`src/rtl/logic_op_sweeper.sv`:
```
// logic_op_sweeper: drives all 32 {sel,a,b} vectors into an external 8-function
// logic unit, holds each vector SETTLE cycles, and captures op_out into a
// 32-bit truth table (bit index = {sel,a,b}).
// Optional golden-map self-check is built when LOGIC_SWEEP_SELF_CHECK_EN is defined.
module logic_op_sweeper #(
    parameter int SETTLE = 1
) (
    input  logic        clk,
    input  logic        rst_n,
    input  logic        start,
    input  logic        op_out,
    output logic        op_a,
    output logic        op_b,
    output logic [2:0]  op_sel,
    output logic        busy,
    output logic        done,
    output logic [31:0] table_q,
    output logic        pass,
    output logic [5:0]  err_cnt
);

    typedef enum logic [1:0] {S_IDLE, S_DRIVE, S_DONE} state_t;

    localparam logic [3:0] C_LAST = 4'(SETTLE - 1);

    state_t      r_state;
    logic [4:0]  r_idx;
    logic [3:0]  r_cnt;
    logic [4:0]  r_vec;
    logic        r_busy;
    logic        r_done;
    logic [31:0] r_table;

    logic        w_last;
    logic [4:0]  w_idx_next;

    assign w_last     = (r_cnt == C_LAST);
    assign w_idx_next = r_idx + 5'd1;

    assign op_sel  = r_vec[4:2];
    assign op_a    = r_vec[1];
    assign op_b    = r_vec[0];
    assign busy    = r_busy;
    assign done    = r_done;
    assign table_q = r_table;

    // Sweep sequencer: vector index, settle counter, driven vector, capture table.
    always_ff @(posedge clk or negedge rst_n) begin
        if (!rst_n) begin
            r_state <= S_IDLE;
            r_idx   <= 5'd0;
            r_cnt   <= 4'd0;
            r_vec   <= 5'd0;
            r_busy  <= 1'b0;
            r_done  <= 1'b0;
            r_table <= 32'd0;
        end else begin
            case (r_state)
                S_IDLE: begin
                    if (start) begin
                        r_state <= S_DRIVE;
                        r_idx   <= 5'd0;
                        r_cnt   <= 4'd0;
                        r_vec   <= 5'd0;
                        r_table <= 32'd0;
                        r_busy  <= 1'b1;
                    end
                end
                S_DRIVE: begin
                    if (!w_last) begin
                        r_cnt <= r_cnt + 4'd1;
                    end else begin
                        r_table[r_idx] <= op_out;
                        r_cnt          <= 4'd0;
                        if (r_idx == 5'd31) begin
                            // Last vector stays on the unit's inputs after the sweep.
                            r_state <= S_DONE;
                            r_busy  <= 1'b0;
                            r_done  <= 1'b1;
                        end else begin
                            r_idx <= w_idx_next;
                            r_vec <= w_idx_next;
                        end
                    end
                end
                S_DONE: begin
                    r_state <= S_IDLE;
                    r_done  <= 1'b0;
                end
                default: begin
                    r_state <= S_IDLE;
                    r_busy  <= 1'b0;
                    r_done  <= 1'b0;
                end
            endcase
        end
    end

`ifdef LOGIC_SWEEP_SELF_CHECK_EN
    localparam logic [31:0] GOLDEN = 32'h7796E813;

    logic       r_pass;
    logic [5:0] r_err;
    logic       w_mis;
    logic [5:0] w_err_next;

    assign w_mis      = op_out ^ GOLDEN[r_idx];
    assign w_err_next = r_err + {5'd0, w_mis};
    assign pass       = r_pass;
    assign err_cnt    = r_err;

    // Golden compare per capture; pass includes the final capture's result.
    always_ff @(posedge clk or negedge rst_n) begin
        if (!rst_n) begin
            r_pass <= 1'b0;
            r_err  <= 6'd0;
        end else if (r_state == S_IDLE && start) begin
            r_pass <= 1'b0;
            r_err  <= 6'd0;
        end else if (r_state == S_DRIVE && w_last) begin
            r_err <= w_err_next;
            if (r_idx == 5'd31) begin
                r_pass <= (w_err_next == 6'd0);
            end
        end
    end
`else
    assign pass    = 1'b0;
    assign err_cnt = 6'd0;
`endif

endmodule

```
`config.mk`:
```
export PLATFORM = sky130hd
export DESIGN_NAME = logic_op_sweeper
export DESIGN_NICKNAME = d
export VERILOG_FILES = /design/src/rtl/logic_op_sweeper.sv
export SDC_FILE = /design/constraint.sdc
export NUM_CORES = 1
export LEC_CHECK = 0
export ABC_AREA = 1
export BUFFER_PORTS_ARGS = -buffer_cell sky130_fd_sc_hd__buf_2
export CAP_MARGIN = 0
export CELL_PAD_IN_SITES_DETAIL_PLACEMENT = 0
export CELL_PAD_IN_SITES_GLOBAL_PLACEMENT = 1
export CORE_MARGIN = 2
export CORE_UTILIZATION = 35
export CTS_BUF_LIST = sky130_fd_sc_hd__clkbuf_16
export DETAILED_ROUTE_END_ITERATION = 6
export PLACE_DENSITY = 0.83
export SYNTH_ARGS = -nofsm -noshare
export SYNTH_HDL_FRONTEND = slang
export SYNTH_SLANG_ARGS = --single-unit
```
`constraint.sdc`:
```
create_clock -name clk -period 1.7 [get_ports clk]
set_input_delay 0.085 -clock clk [delete_from_list [all_inputs] [get_ports clk]]
set_output_delay 0.085 -clock clk [all_outputs]
set_load 0.01 [all_outputs]
```
==> results.cfg, run 1 <==
[synth]
yosysTopAreaCell = dfrtp_1
ys.flop_type = dfrtp_1
ys_async_sr_fraction_pct = 100.0
synth_edf_count = 0
synth_top_area_share_pct = 43.08
synth_area_um2 = 2614
yosysSeqAreaShare_pct = 43.08
yosys_warnings = 0
ys_ff_latch = 45
syn_avg_cell_area_um2 = 6.860
synth.most_common_cell = nand2_1
yosys-top-cells-count = 185 x nand2_1, 48 x inv_1, 45 x dfrtp_1
ys_types = 18
synth_area_leaders = dfrtp_1 43%, nand2_1 27%, inv_1 6.9%, nand3_1 5.2%, ha_1 3.4%
synth_cells = 381

[cts]
cts_buffer_depth = 2
clock_sinks = 45
path_clk_slew_ns = 0.06
tritoncts = built
cts_buffers = 5
clock_latency_ns = 0.29
root_buffer = clkbuf_16
htree_levels = 2

[finish]
finalNonFillerCells = 534
regArea_um2 = 1127
area_growth_pct = 22.12
fill_cells = 775
multiInputGateArea_um2 = 1219
diodes = 0
drive_gt1_share_pct = 19.08
design_area_um2 = 3192
nNetsFinal = 445

[timing]
min_period_over_period_pct = 94.11
hold_violations = 0
tightest_slew_ns = 0.7442
hold_slack_ns = 0.08433
layout_min_cycle_time_ns = 1.600
grt_setup_unrepaired = yes
finalSetupTns_ns = 0
setup_viol = 0
fmax_ghz = 0.6251
skew_ns = 0.007032
max_slew_margin_pct = 50.39
drv_slew = 0

[pwr]
p_leak_uw = 0.002168
seqPwrFrac_pct = 35.4
switching_power_uw = 1552
power_density_nw_per_um2 = 1239
vdd_drop_max_mv = 0.5046
cell_internal_pwr_uw = 2401
switching_share_pct = 39.25
total_power_uw = 3953
power_frac_comb_pct = 40.6
p_clk_share_pct = 24.0

[min_path]
min_from = start
worstHoldPathCells = 3
holdCritPathClass = in2reg
hold_end = r_state[0]

[global_routing]
grt_pass1_wl_mm = 10.78
antenna_found_initial = 0
grt_pass1_vias = 2289
grt_max_degree = 40
gr-usage-all-layers_pct = 16.17
overflow = 0

[route]
wl_per_cell_um = 11.74
drtAntennaViolNets = 0
route.vias.total = 2345
drt_iter0_drc = 108
vias_per_cell = 4.391
wl_mm = 6.270
first_pass_iters = 4
drc_errors = 0

[setup_path]
rr_worst_depth = 7
path_max_fanout = 39
max_stage_delay_ns = 0.48
worst-path-buf-inv = 3
crit_type = reg2reg
rrSetupSlack_ns = 0.10
r2r-end = busy
cpMaxStageDelayCell = dfrtp_1
start_kind = flop
critPathTopFamily = buffers and inverters
path_cells = inv_1 -> nor2_4 -> buf_4 -> nand2_1 -> nand4_1 -> nand2_1 -> inv_1
arrival_ns = 1.82
setup.worst_path.end_class = flop
critPathRequiredTime_ns = 1.92
reg2reg_from = r_state[0]

[place]
post-place-cells = 521
place.detailed.hpwl_mm = 4.082
numPortBuffers = 42
place_area_um2 = 2963
place.gp.congestion = 0.7695

[floorplan]
die_h_um = 90.42
core.rowCount = 31
die-area_um2 = 8175
die_x_um = 90.42
initial_core_util_pct = 36.04
pin_count = 50
core_um2 = 7253

[job]
maxCapViolations = 0

[status]
status = finished, final reports clean
## worst max path at each step
stage                           from     endpoint  slack (ns)  cells after the start
after CTS                   r_vec[1]     r_vec[0]     0.00007                      8
after global routing      r_state[0]         busy       -0.04                      7
after global placement      r_cnt[1]  table_q[30]        0.04                      8
after floorplan             r_vec[1]     r_vec[1]        0.04                      8
final                     r_state[0]         busy        0.10                      7
after detailed placement    r_cnt[1]  table_q[25]       -0.05                      8
## layout make-up
class / count / share of cell area [%]
multi-input combinational: 270 / 38.18
tap: 99 / 3.881
inverter: 49 / 5.762
clock inverter: 3 / 0.5488
sequential: 45 / 35.32
clock buffer: 5 / 3.920
timing repair buffer: 63 / 12.39
## cells in the final DEF (no fill, tap or decap)
| cell type | instances |
|---|---|
| a21oi_1 | 2 |
| a21oi_2 | 1 |
| a21oi_4 | 1 |
| buf_12 | 2 |
| buf_2 | 42 |
| buf_4 | 18 |
| clkbuf_16 | 5 |
| clkinv_1 | 1 |
| clkinv_2 | 1 |
| clkinv_4 | 1 |
| conb_1 | 7 |
| dfrtp_1 | 44 |
| dfrtp_2 | 1 |
| dlygate4sd3_1 | 1 |
| ha_1 | 5 |
| ha_2 | 2 |
| inv_1 | 48 |
| inv_2 | 1 |
| nand2_1 | 184 |
| nand2_2 | 3 |
| nand3_1 | 26 |
| nand3_2 | 1 |
| nand3_4 | 1 |
| nand4_1 | 9 |
| nor2_1 | 14 |
| nor2_4 | 3 |
| o21ai_0 | 10 |
| o21ai_1 | 1 |
## cell families after synthesis
group	share of synthesized area [%]
and+or+nand+nor	37.24
buffers and inverters	13.31
DFF	43.08
AOI/OAI and AO/OA	2.872
adders and majority gates	3.351
other	0.1435
## sequential cells by signal (all words and copies together), names as in the netlist
register  flops
done          1
r_vec         5
table_q      32
r_state       2
busy          1
r_cnt         4
## worst min-delay path, stage by stage
cell     delay, ns
buf_2         0.10
nand2_1       0.06
nand3_1       0.08
## power groups by stage
stage	sequential [uW]	clock (uW)	combinational (uW)
floorplan	1500	0	927
global placement	1410	0	1540
detailed placement	1410	0	1560
CTS	1400	972	1590
global route	1430	1010	1830
finish	1400	949	1610
## stage by stage
step / utilization [%] / worst slack, ns
2_1_floorplan: - / 0.04374
3_3_place_gp: 40.85 / 0.04200
3_5_place_dp: 40.85 / -0.04553
4_1_cts: 43.11 / 0.00007194
5_1_grt: 44.01 / -0.03601
6_report: 44.01 / 0.1002
## repair_timing
| action | 4_1_cts | 5_1_grt |
|---|---|---|
| buffers inserted | 0 | 2 |
| resized for setup | 2 | 8 |
| hold endpoints to repair | 31 | 0 |
| hold buffers | 1 | 0 |
| endpoints found under the setup margin | 33 | 8 |
| gates cloned | 1 | 1 |
| pin swaps | 1 | 3 |
## per-layer routing
layer / vias up / global-route usage, % / part of all wire (%)
met5: - / 0 / 0
met4: 0 / 4.744 / 0.67
met3: 2 / 3.088 / 4.1
met2: 46 / 26.19 / 48
met1: 1054 / 22.03 / 47
li1: 1243 / - / -
(Power assumes the default switching activity.)
==> inputs of run 2 (changes only) <==
- CAP_MARGIN: 0 -> default
- CORE_UTILIZATION: 35 -> 39
- PLACE_DENSITY: 0.83 -> 0.87
- clock period: 1.7 -> 1.5 ns (I/O delays scaled with it)
==> run 2 against run 1 <==
Compared with the run above: the run now ends with DRC, setup timing left; sequential share of layout area is 4.2 points lower; cell count rose by 0.75%; clock skew down 0.0034 ns; maximum frequency up 1.2%; setup slack worse by 0.18 ns; cell area increased by 14%; combinational power up 48%; critical path depth up 1; die area shrank 9.8%; utilization up 12 points; total power grew 33%; non-clock buffer count up 26; critical endpoint is now r_vec[4]; largest cell class unchanged.
==> results.cfg, run 2 (synthesis results as in run 1) <==
[cts]
htree_levels = 2
root_buffer = clkbuf_16
path_clk_slew_ns = 0.06
clock_sinks = 45
cts_buffers = 5
tritoncts = built
cts_buffer_depth = 2
clock_latency_ns = 0.29

[setup_path]
start_kind = flop
crit_type = reg2reg
critPathRequiredTime_ns = 1.67
path_max_fanout = 5
setup.worst_path.end_class = flop
rr_worst_depth = 8
arrival_ns = 1.76

[floorplan]
die_x_um = 85.87
pin_count = 50
initial_core_util_pct = 40.70
die-area_um2 = 7373
core.rowCount = 29
core_um2 = 6422
die_h_um = 85.87

[global_routing]
grt_pass1_wl_mm = 10.94
grt_pass1_vias = 2348
gr-usage-all-layers_pct = 18.78
antenna_found_initial = 0
grt_max_degree = 32
overflow = 0

[timing]
drv_slew = 0
finalSetupTns_ns = -0.2935
setup_viol = 7
layout_min_cycle_time_ns = 1.581
layout_setup_ws_ns = -0.08143
fmax_ghz = 0.6323
min_period_over_period_pct = 105.4
grt_setup_unrepaired = yes
skew_ns = 0.003651
hold_violations = 0

[finish]
drive_gt1_share_pct = 31.45
fill_cells = 569
diodes = 0
area_growth_pct = 38.77
final_cell_mix = 162 x nand2_1, 43 x dfrtp_1, 42 x inv_1, 42 x buf_2, 38 x buf_4
regArea_um2 = 1129
final_common_cell = nand2_1
largest_reg_flops = 32
multiInputGateArea_um2 = 1391
utilization_pct = 56.48
nNetsFinal = 471

[route]
drtAntennaViolNets = 0
wl_mm = 7.163
drt_iter0_drc = 179
first_pass_iters = 7
route.vias.total = 2539
vias_per_cell = 4.719
drc_errors = 4
wl_per_cell_um = 13.31

[min_path]
holdCritPathClass = in2reg
worstHoldPathCells = 3

[place]
place.detailed.hpwl_mm = 4.268
place.gp.congestion = 0.8007
numPortBuffers = 42
pre_cts_slack_ns = -0.1414

[pwr]
power_density_nw_per_um2 = 1448
p_leak_uw = 0.002353
vdd_drop_max_mv = 0.7459
total_power_uw = 5253

[job]
maxCapViolations = 0

[status]
violations = DRC, setup timing
status = complete, but fails checks
run 2: cell count changes in the layout (fill, tap and decap cells not counted), moves of 4 or more:
cell     before  now
nand2_1     184  162
o21ai_0      10    5
inv_2         1    6
inv_1        48   42
o21ai_1       1    5
nand2_2       3   20
ha_4          0    5
nand2_4       0    5
buf_4        18   38
run 2: repair_timing:
action,CTS,global route
pin swaps,2,11
resized for setup,3,54
hold endpoints to repair,17,0
endpoints found under the setup margin,37,39
gates cloned,2,3
setup buffers,2,9
hold buffers,1,0
run 2: report_power, final:
part | switching (uW) | leakage [uW] | internal, uW
sequential | 176 | 0.000607 | 1440
clock | 473 | 0.0000775 | 780
combinational | 1340 | 0.00167 | 1040
total | 1990 | 0.00235 | 3260
run 2: layout make-up:
type	count	area share, %
Clock buffer	5	3.449
Sequential cell	45	31.11
Timing Repair Buffer	89	18.14
Multi-Input combinational cell	270	38.36
Clock inverter	3	1.138
Tap cell	77	2.656
Inverter	49	5.140
run 2: per-layer routing:
metal | track usage [%] | vias up | wire length, um
met3 | 3.369 | 10 | 306
met1 | 24.89 | 1163 | 3247
met5 | 0 | - | 0
met4 | 7.071 | 0 | 137
met2 | 30.58 | 68 | 3471
li1 | - | 1298 | -
run 2: through the flow:
stage          cells  hold slack [ns]  area [um^2]
2_1_floorplan    387          -0.2206         2665
3_5_place_dp     516          0.04927         3099
5_1_grt          538          0.09938         3627
3_3_place_gp     516          0.05946         3099
4_1_cts          529          0.06142         3327
6_report         538          0.07239         3627
run 2: critical path, stage by stage, from the launching register on:
cell and delay, ns:
dfrtp_2 0.44, ha_4 0.18, nand2_4 0.07, nor2_4 0.04, ha_4 0.16, a21oi_4 0.25, nand3_4 0.16, nand2_2 0.10
o21ai_1 0.06
run 2: worst paths after layout:
path	start	slack, ns	endpoint
setup / recovery	r_vec[1]	-0.08	r_vec[4]
hold / removal	start	0.07	r_state[0]
setup reg to reg	r_vec[1]	-0.08	r_vec[4]
hold reg to reg	table_q[1]	0.46	table_q[1]
max in group asynchronous	rst_n	0.60	table_q[18]
min in group asynchronous	rst_n	0.27	table_q[28]
==> inputs of run 3 (changes only) <==
- REMOVE_ABC_BUFFERS: default -> 1
==> run 3 against run 2 <==
Compared with the run above: the flow still finishes with violations (DRC, setup timing); combinational power down 8.4%; register-to-register slack better by 0.08 ns; sequential share of layout area up 1.6 points; utilization down 2.8 points.
==> results.cfg, run 3 (synthesis results as in run 1) <==
[status]
status = complete, but fails checks
violations = DRC, setup timing

[floorplan]
pin_count = 50
core.rowCount = 29
core_um2 = 6422
die-area_um2 = 7373
die_x_um = 85.87
initial_core_util_pct = 40.70
die_h_um = 85.87

[setup_path]
path_max_fanout = 5
reg2reg_from = r_vec[1]
start_kind = flop
crit_start = r_vec[1]
arrival_ns = 1.68
setup.worst_path.end_class = flop
crit_type = reg2reg
critPathRequiredTime_ns = 1.68

[timing]
hold_slack_ns = 0.07021
hold_violations = 0
layout_min_cycle_time_ns = 1.504
layout_setup_ws_ns = -0.004427
grt_setup_unrepaired = yes
skew_ns = 0.006665
setup_viol = 1
min_period_over_period_pct = 100.3
fmax_ghz = 0.6647
drv_slew = 0

[place]
numPortBuffers = 42
place.gp.congestion = 0.7521
post-place-cells = 508
place_area_um2 = 3010
place.detailed.hpwl_mm = 4.221

[finish]
largest_reg_flops = 32
area_growth_pct = 31.79
fill_cells = 608
final_common_cell = nand2_1
final_cell_mix = 181 x nand2_1, 45 x dfrtp_1, 44 x inv_1
drive_gt1_share_pct = 25.00
nNetsFinal = 462
design_area_um2 = 3445
finalNonFillerCells = 529
diodes = 0

[pwr]
switching_share_pct = 39.05
seqPwrFrac_pct = 32.5
switching_power_uw = 1876
vdd_drop_max_mv = 0.7988
power_density_nw_per_um2 = 1395
p_leak_uw = 0.002288
power_frac_comb_pct = 45.4
cell_internal_pwr_uw = 2929
p_clk_share_pct = 22.1

[min_path]
holdCritPathClass = in2reg
min_from = start

[route]
wl_mm = 6.749
drt_iter0_drc = 155
drtAntennaViolNets = 0
wl_per_cell_um = 12.76
vias_per_cell = 4.771
first_pass_iters = 6
drc_errors = 1
route.vias.total = 2524

[cts]
tritoncts = built
path_clk_slew_ns = 0.06
htree_levels = 2
cts_buffers = 5
clock_latency_ns = 0.29
cts_buffer_depth = 2
root_buffer = clkbuf_16
clock_sinks = 45

[job]
maxCapViolations = 0

[global_routing]
grt_max_degree = 32
grt_pass1_wl_mm = 11.08
gr-usage-all-layers_pct = 18.56
antenna_found_initial = 0
overflow = 0
grt_pass1_vias = 2382
run 3: cell types whose count changed in the layout (fill, tap and decap cells not counted), moves of 2 or more:
| cell | previous run | this run |
|---|---|---|
| ha_2 | 0 | 2 |
| buf_4 | 38 | 28 |
| dfrtp_1 | 43 | 45 |
| dfrtp_2 | 2 | 0 |
| nand2_4 | 5 | 0 |
| ha_4 | 5 | 3 |
| inv_1 | 42 | 44 |
| nand2_2 | 20 | 6 |
| nand2_1 | 162 | 181 |
| clkinv_2 | 0 | 2 |
run 3: final timing paths:
check | slack [ns] | endpoint | cells past startpoint
worst max register to register | -0.004 | r_vec[3] | 8
worst max-delay path | -0.004 | r_vec[3] | 8
worst min register to register | 0.47 | table_q[15] | 2
max in group asynchronous | 0.72 | r_vec[4] | 3
worst min-delay path | 0.07 | r_state[0] | 3
min in group asynchronous | 0.27 | r_cnt[3] | 2
run 3: area by class of cell:
| cell class | instances | area [um^2] | area share, % |
|---|---|---|---|
| Clock buffer | 5 | 125.1 | 3.632 |
| Clock inverter | 3 | 13.76 | 0.3996 |
| Inverter | 49 | 187.7 | 5.449 |
| Multi-Input combinational cell | 270 | 1289 | 37.41 |
| Sequential cell | 45 | 1126 | 32.69 |
| Tap cell | 77 | 96.34 | 2.797 |
| Timing Repair Buffer | 80 | 606.8 | 17.62 |
run 3: worst max-delay path: stages (launching register included):
cell     delay [ns]
dfrtp_1        0.40
ha_2           0.20
nand2_2        0.08
nor2_2         0.04
ha_2           0.19
a21oi_4        0.22
nand3_4        0.13
nand2_2        0.09
o21ai_2        0.05
run 3: per-layer routing:
layer | GRT usage, % | vias up | routed length (um)
met4 | 4.762 | 0 | 110
met1 | 23.75 | 1165 | 3061
met5 | 0 | - | 0
li1 | - | 1284 | -
met3 | 2.887 | 9 | 324
met2 | 32.63 | 66 | 3252
run 3: timing repair:
item,CTS,global route
gates resized for setup,12,24
hold buffers,1,0
pin swaps,6,12
setup endpoints to repair,37,39
buffers inserted,2,6
cloned,2,3
endpoints found under the hold margin,19,0
run 3: metrics by stage:
step / power (uW) / utilization, % / TNS (ns) / worst slack, ns
6_report: 4805 / 53.63 / -0.004427 / -0.004427
5_1_grt: 5165 / 53.63 / -0.5455 / -0.06503
4_1_cts: 4568 / 50.20 / -0.004173 / -0.004173
3_5_place_dp: 3423 / 46.87 / -5.498 / -0.1957
3_3_place_gp: 3389 / 46.87 / -3.674 / -0.1204
2_1_floorplan: 2637 / - / -21.09 / -0.6343
run 3: power groups by stage:
stage	combinational (uW)	clock [uW]	sequential [uW]
CTS	1920	1080	1560
floorplan	873	0	1760
detailed placement	1850	0	1580
finish	2180	1060	1560
global route	2440	1140	1590
global placement	1820	0	1570
